### src/rtl/serial_addsub_pkg.sv
// serial_addsub_pkg: shared definitions for the digit-serial adder/subtractor.
//   op encodings : OP_ADD, OP_SUB, OP_ADDS, OP_SUBS
//   state_t      : controller states IDLE, RUN, DONE
package serial_addsub_pkg;

  localparam logic [1:0] OP_ADD  = 2'b00;
  localparam logic [1:0] OP_SUB  = 2'b01;
  localparam logic [1:0] OP_ADDS = 2'b10;
  localparam logic [1:0] OP_SUBS = 2'b11;

  typedef enum logic [1:0] {
    IDLE = 2'd0,
    RUN  = 2'd1,
    DONE = 2'd2
  } state_t;

endpackage

### src/rtl/serial_addsub_digit_adder.sv
// digit_adder: combinational DIGIT-bit ripple-carry adder.
//   a, b : DIGIT-bit addends
//   cin  : carry in
//   s    : DIGIT-bit sum
//   cout : carry out of the top bit
//   cmsb : carry into the top bit (used for signed overflow)
module digit_adder #(
  parameter int unsigned DIGIT = 4
) (
  input  logic [DIGIT-1:0] a,
  input  logic [DIGIT-1:0] b,
  input  logic             cin,
  output logic [DIGIT-1:0] s,
  output logic             cout,
  output logic             cmsb
);

  logic [DIGIT:0] c;

  always_comb begin
    c    = '0;
    s    = '0;
    c[0] = cin;
    for (int unsigned i = 0; i < DIGIT; i++) begin
      s[i]   = a[i] ^ b[i] ^ c[i];
      c[i+1] = (a[i] & b[i]) | (c[i] & (a[i] ^ b[i]));
    end
  end

  assign cout = c[DIGIT];
  assign cmsb = c[DIGIT-1];

endmodule

### src/rtl/serial_addsub.sv
// serial_addsub: multi-cycle two's-complement adder/subtractor processing
// DIGIT bits per clock, LSB digit first, with optional saturation.
//   clk, rst         : clock, synchronous active-high reset
//   start, op        : request and operation (add/sub/sat add/sat sub)
//   inputA, inputB   : WIDTH-bit operands, latched with start
//   busy             : high while digits are being processed
//   done             : one-cycle pulse when sum/carry/overflow update
//   sum              : result sign-extended to 2*WIDTH
//   carry, overflow  : raw carry out of MSB, signed overflow
module serial_addsub
  import serial_addsub_pkg::*;
#(
  parameter int unsigned WIDTH = 16,
  parameter int unsigned DIGIT = 4
) (
  input  logic               clk,
  input  logic               rst,
  input  logic               start,
  input  logic [1:0]         op,
  input  logic [WIDTH-1:0]   inputA,
  input  logic [WIDTH-1:0]   inputB,
  output logic               busy,
  output logic               done,
  output logic [2*WIDTH-1:0] sum,
  output logic               carry,
  output logic               overflow
);

  localparam int unsigned N  = WIDTH / DIGIT;
  localparam int unsigned CW = (N > 1) ? $clog2(N) : 1;

  state_t                 state;
  logic [WIDTH-1:0]       a_sh;
  logic [WIDTH-1:0]       b_sh;
  logic [WIDTH-1:0]       res;
  logic                   c_r;
  logic                   sat_r;
  logic                   a_sign;
  logic [CW-1:0]          cnt;

  logic [DIGIT-1:0]       ds;
  logic                   dcout;
  logic                   dcmsb;
  logic [WIDTH+DIGIT-1:0] res_cat;
  logic [WIDTH-1:0]       res_full;
  logic [WIDTH-1:0]       res_final;
  logic                   ov_final;

  // Operands shift right so the current digit is always at the bottom.
  digit_adder #(.DIGIT(DIGIT)) u_digit_adder (
    .a    (a_sh[DIGIT-1:0]),
    .b    (b_sh[DIGIT-1:0]),
    .cin  (c_r),
    .s    (ds),
    .cout (dcout),
    .cmsb (dcmsb)
  );

  // New digit enters at the top of the result register; after N shifts the
  // first digit has reached bit 0. Shifting the concatenation (rather than
  // slicing) keeps this valid when DIGIT == WIDTH.
  always_comb begin
    res_cat   = {ds, res};
    res_full  = WIDTH'(res_cat >> DIGIT);
    // Only meaningful on the last digit, where dcmsb is carry into the MSB.
    ov_final  = dcout ^ dcmsb;
    res_final = res_full;
    if (sat_r && ov_final) begin
      res_final = a_sign ? {1'b1, {(WIDTH-1){1'b0}}} : {1'b0, {(WIDTH-1){1'b1}}};
    end
  end

  always_ff @(posedge clk) begin
    if (rst) begin
      state    <= IDLE;
      busy     <= 1'b0;
      done     <= 1'b0;
      sum      <= '0;
      carry    <= 1'b0;
      overflow <= 1'b0;
      cnt      <= '0;
      a_sh     <= '0;
      b_sh     <= '0;
      res      <= '0;
      c_r      <= 1'b0;
      sat_r    <= 1'b0;
      a_sign   <= 1'b0;
    end else begin
      case (state)
        IDLE, DONE: begin
          done <= 1'b0;
          if (start) begin
            a_sh   <= inputA;
            b_sh   <= inputB ^ {WIDTH{op[0]}};
            c_r    <= op[0];
            sat_r  <= op[1];
            a_sign <= inputA[WIDTH-1];
            cnt    <= '0;
            res    <= '0;
            busy   <= 1'b1;
            state  <= RUN;
          end else begin
            state  <= IDLE;
          end
        end
        RUN: begin
          a_sh <= a_sh >> DIGIT;
          b_sh <= b_sh >> DIGIT;
          res  <= res_full;
          c_r  <= dcout;
          if (cnt == CW'(N - 1)) begin
            state    <= DONE;
            busy     <= 1'b0;
            done     <= 1'b1;
            carry    <= dcout;
            overflow <= ov_final;
            sum      <= {{WIDTH{res_final[WIDTH-1]}}, res_final};
            cnt      <= '0;
          end else begin
            cnt <= cnt + CW'(1);
          end
        end
        default: begin
          state <= IDLE;
          busy  <= 1'b0;
          done  <= 1'b0;
        end
      endcase
    end
  end

endmodule

### config.mk
export PLATFORM = sky130hd
export DESIGN_NAME = serial_addsub
export DESIGN_NICKNAME = d
export VERILOG_FILES = /design/src/rtl/serial_addsub_pkg.sv /design/src/rtl/serial_addsub_digit_adder.sv /design/src/rtl/serial_addsub.sv
export SDC_FILE = /design/constraint.sdc
export NUM_CORES = 1
export LEC_CHECK = 0
export CAP_MARGIN = 30
export CORE_AREA = 4 4 89 91
export DETAILED_ROUTE_END_ITERATION = 8
export DIE_AREA = 0 0 93 95
export PLACE_DENSITY_LB_ADDON = 0.12
export SLEW_MARGIN = 20
export SYNTH_ARGS = -nofsm -noshare
export SYNTH_HDL_FRONTEND = slang
export SYNTH_HIERARCHICAL = 1
export SYNTH_SLANG_ARGS = --single-unit
### constraint.sdc
create_clock -name clk -period 2.5 [get_ports clk]
set_input_delay 0.375 -clock clk [delete_from_list [all_inputs] [get_ports clk]]
set_output_delay 0.375 -clock clk [all_outputs]
set_load 0.02 [all_outputs]
# Word-level counts from Yosys, hierarchy flattened
# Index checks and enable logic that the tools add are counted.
# word_totals
reg_bits	75
output_inout_bits	36
# op_classes
addsub	1
n_eq_ne	5
muxes	19
bitwise_logic	23
n_reduce_logical	9
# ops
op	count
$pmux W16 S2	3
$mux W16	5
$xor A16 B16 Y16	1
$xor A1 B1 Y1	9
$and A1 B1 Y1	8
$pmux W2 S2	2
$reduce_and A2 Y1	4
$mux W2	3
$eq A2 B2 Y1 const B	2
$mux W1	4
$ne A2 B2 Y1 const B	2
$or A1 B1 Y1	4
$pmux W1 S2	2
$reduce_or A2 Y1	2
$add A2 B1 Y2 const B	1
$eq A2 B1 Y1 const B	1
$logic_not A2 Y1	1
$reduce_bool A2 Y1	1
$logic_and A1 B1 Y1	1
$not A1 Y1	1

# Longest topological paths before layout
# logic_depth
depth_word	12
mapped_depth	10

# By module
# The synthesis kept the hierarchy.
# by_module_without_submodules
mod	instances	cells_each	area_each_um2	seq_area_each_um2
serial_addsub	1	326	3030.4	1421.4
digit_adder	1	12	110.1	0.0

# Least setup slack after synthesis
# Ideal clock, no wire load.
# synth_timing
path_kind	reg2reg
startpoint	reg a_sh[0]
endpoint	reg sum[10]
arrival_time_ns	2.433
slack_ns	-0.014
path_stages_with_launch	11
path_buffers	1
path_cell_list	dfxtp_1 -> fa_1 -> inv_1 -> fa_1 -> fa_1 -> inv_1 -> fa_1 -> xnor2_2 -> clkbuf_2 -> o21ai_0 -> a211oi_2
# synth_between
elab_chain_len	12
# synth_rtl
item	line_no	source
from (decl)	serial_addsub.sv:33	logic [WIDTH-1:0] a_sh;
from (signal assigned)	serial_addsub.sv:93	a_sh <= inputA;
from (signal assigned)	serial_addsub.sv:107	a_sh <= a_sh >> DIGIT;
$xor A1 B1 Y1	serial_addsub_digit_adder.sv:26	c[i+1] = (a[i] & b[i]) | (c[i] & (a[i] ^ b[i]));
$and A1 B1 Y1	serial_addsub_digit_adder.sv:26	
$or A1 B1 Y1 (*)	serial_addsub_digit_adder.sv:26	
$and A1 B1 Y1 (*)	serial_addsub_digit_adder.sv:26	
$or A1 B1 Y1 (*)	serial_addsub_digit_adder.sv:26	
$and A1 B1 Y1 (*)	serial_addsub_digit_adder.sv:26	
$or A1 B1 Y1 (*)	serial_addsub_digit_adder.sv:26	
via dcmsb	serial_addsub.sv:43	logic dcmsb;
$and A1 B1 Y1 (*)	serial_addsub_digit_adder.sv:26	
$or A1 B1 Y1 (*)	serial_addsub_digit_adder.sv:26	
via dcout	serial_addsub.sv:42	logic dcout;
$xor A1 B1 Y1 (*)	serial_addsub.sv:66	ov_final = dcout ^ dcmsb;
$logic_and A1 B1 Y1 (*)	serial_addsub.sv:68	if (sat_r && ov_final) begin
$mux W16 (*)	serial_addsub.sv:68	
to (signal assigned)	serial_addsub.sv:117	sum <= {{WIDTH{res_final[WIDTH-1]}}, res_final};
to (decl)	serial_addsub.sv:24	output logic [2*WIDTH-1:0] sum,
# The timed path passes the listed nets; every way through them passes the cells marked *.
# A chain may end at the register's enable or synchronous reset.

# Final worst setup path
# layout_timing
startpoint	reg a_sh[0]
endpoint	reg sum[5]
# The elaborated chain is that of the path after synthesis.

==> results.cfg <==
[synthesis]
ys_async_sr_fraction_pct = 0
synth_edf_count = 0
yosysMostFrequentCell = dfxtp_1
syn_inst = 338
synth_top_area_share_pct = 45.3
synth.distinct_cells = 35
synth_area_um2 = 3140
seq_area_frac_synth_pct = 45.3
synth_largest_area_cell = dfxtp_1
syn_area_per_cell_um2 = 9.29
synth_common_cells = dfxtp_1, a21oi_1, nand3_1
synth-main-ff-cell = dfxtp_1
synth_nets = 380
synth-seq-cells = 71
synthTopCellsByArea = dfxtp_1, a21oi_1, a22oi_1
synth_warnings = 6

[hold_path]
hold_class = reg -> reg

[placement]
dpl-instance-area_um2 = 3800
io_buffers = 72
dp_slack_ns = -0.0287
place_hpwl_um = 4500
gp_congestion = 0.737
dp_cells = 474

[route]
drt-vias-per-instance = 5.22
dr.pass1.iters = 4
wire_per_inst_um = 14.3
vias = 2562
drt_iter0_drc = 100
drcViolationCount = 0
routed_wl_um = 7030
drtAntennaViolNets = 0

[run]
maxCapViolations = 0

[sta]
period_minus_slack_ns = 2.44
setup_violations = 0
timing.hold.ws_ns = 0.464
worstMarginPinSlew_ns = 0.599
slew_viol_final = 0
setup_slack_ns = 0.0561
rsz0062_at_grt = true
hold_viol_final = 0
post-route-period-util_pct = 97.8
timing.fmax_ghz = 0.409
finalClockSkew_ns = 0.00761
maxSlewHeadroom_pct = 60.0
setup_tns_ns = 0

[global_route]
grt_pass1_wl_um = 11500
grtUsageTotal_pct = 16.4
grt_overflow = 0
busiest_layer = met2
grt_max_degree = 39
antenna_found_initial = 0
grtUsageMet2_pct = 28.4
use_met1_pct = 20.0
grtUsageMet3_pct = 4.38
first_global_vias = 2376

[finish]
multi_input_area_um2 = 1460
syn_to_final_growth_pct = 30.5
diodes = 0
postLayoutCellArea_um2 = 4100
fin_cells = 491
seq_area_um2 = 1430
nets = 429
drive_gt1_share_pct = 14.0
nFillCells = 684

[worst_setup_path]
start_kind = flip-flop
cp_slowest_stage_delay_ns = 0.43
cp_num_buf_inv = 2
critical_path_class = reg -> reg
slowest_stage = o31a_4
critPathArrivalTime_ns = 2.71
critPathMaxFanout = 7
crit_family = adder cells
cp_common_cell = fa_2
crit_chain = fa_2, inv_2, fa_2, fa_2, inv_2, fa_2, xnor2_4, o31a_4, a211oi_2
required_ns = 2.77
worstSetupEndpointType = flip-flop

[floorplanning]
die_w_um = 93
die_y_um = 95
io-pin-count = 73
rows = 31
core_area_um2 = 7140
floorplan.initialDensity_pct = 44.0
die_area_um2 = 8840

[clocking]
ctsHoldBuffers = 0
cts_inserted_buffers = 9
cts_tree = built
cts.sinks = 71
insertion_delay_ns = 0.34
post_cts_buffers = 0
cts.reportedPaths.clkPinSlew_ns = 0.07
cts_htree_levels = 3
cts_root_buf = clkbuf_8
cts.path.max_buffers = 2

[power]
leakage_nw = 1.42
p_per_area_nw_per_um2 = 644
vdd_drop_max_mv = 0.375

[status]
status = completed
-- final cells by class --
class | instances | area share [%]
clock inverter | 6 | 2.63
sequential | 71 | 34.8
tap | 99 | 3.02
clock buffer | 10 | 3.36
timing repair buffer | 83 | 19.7
inverter | 9 | 0.824
multi-input combinational | 213 | 35.7
-- cells by family (layout without fill, tap and decap cells) --
kind of cell / count (synthesis) / after routing / synth area share [%]
AOI/OAI and AO/OA: 113 / 114 / 25.1
adders and majority gates: 5 / 5 / 2.95
DFF: 71 / 71 / 45.3
buffers and inverters: 55 / 108 / 9.68
xor gates and xnor gates: 17 / 17 / 4.98
muxes: 2 / 2 / 0.637
and+or+nand+nor: 75 / 75 / 11.4
-- sequential cells by signal, indices dropped and copies added, names as in the netlist --
signal    cells
cnt           2
overflow      1
res          12
a_sh         16
carry         1
state         2
b_sh         16
done          1
busy          1
sat_r         1
c_r           1
sum          16
a_sign        1
-- power breakdown --
part / switching [mW] / internal (mW) / leakage [nW]
Sequential: 0.0334 / 1.18 / 0.580
Combinational: 0.172 / 0.144 / 0.719
Clock: 0.419 / 0.686 / 0.122
-- through the flow --
step / utilization, % / power [mW]
floorplan: - / 1.43
global placement: 53.2 / 1.55
detailed placement: 53.2 / 1.55
CTS: 57.0 / 2.66
global route: 57.4 / 2.75
finish: 57.4 / 2.64
-- cells in the final DEF, fill, tap and decap left out, drive strengths merged, types with 9 or more instances in the layout --
| cell | n |
|---|---|
| a211oi | 16 |
| a21oi | 37 |
| a22o | 13 |
| a22oi | 24 |
| buf | 12 |
| clkbuf | 10 |
| clkdlybuf4s50 | 71 |
| dfxtp | 71 |
| inv | 9 |
| nand2 | 11 |
| nand3 | 32 |
| nor2 | 23 |
| o21ai | 17 |
| xor2 | 15 |
-- per-layer routing --
metal | routed length (µm) | vias up
li1 | - | 1285
met3 | 327 | 7
met4 | 59 | 0
met5 | 0 | -
met1 | 3150 | 1208
met2 | 3490 | 62
-- worst min-delay path, stage by stage, from the launching register on --
cell	delay (ns)
dfxtp_1	0.31
nand3_1	0.06
a21oi_1	0.05
-- timing repair --
item,4_1_cts,5_1_grt
cloned,1,0
pin swaps,1,3
endpoints found under the setup margin,4,16
gates resized for setup,4,11
-- final timing paths --
kind | endpoint | from | cells after the start | slack (ns)
worst max register to register | sum[5] | a_sh[0] | 9 | 0.06
worst min register to register | b_sh[12] | b_sh[12] | 2 | 0.46
worst min-delay path | b_sh[12] | b_sh[12] | 2 | 0.46
worst max-delay path | sum[5] | a_sh[0] | 9 | 0.06
(Power assumes the default switching activity.)
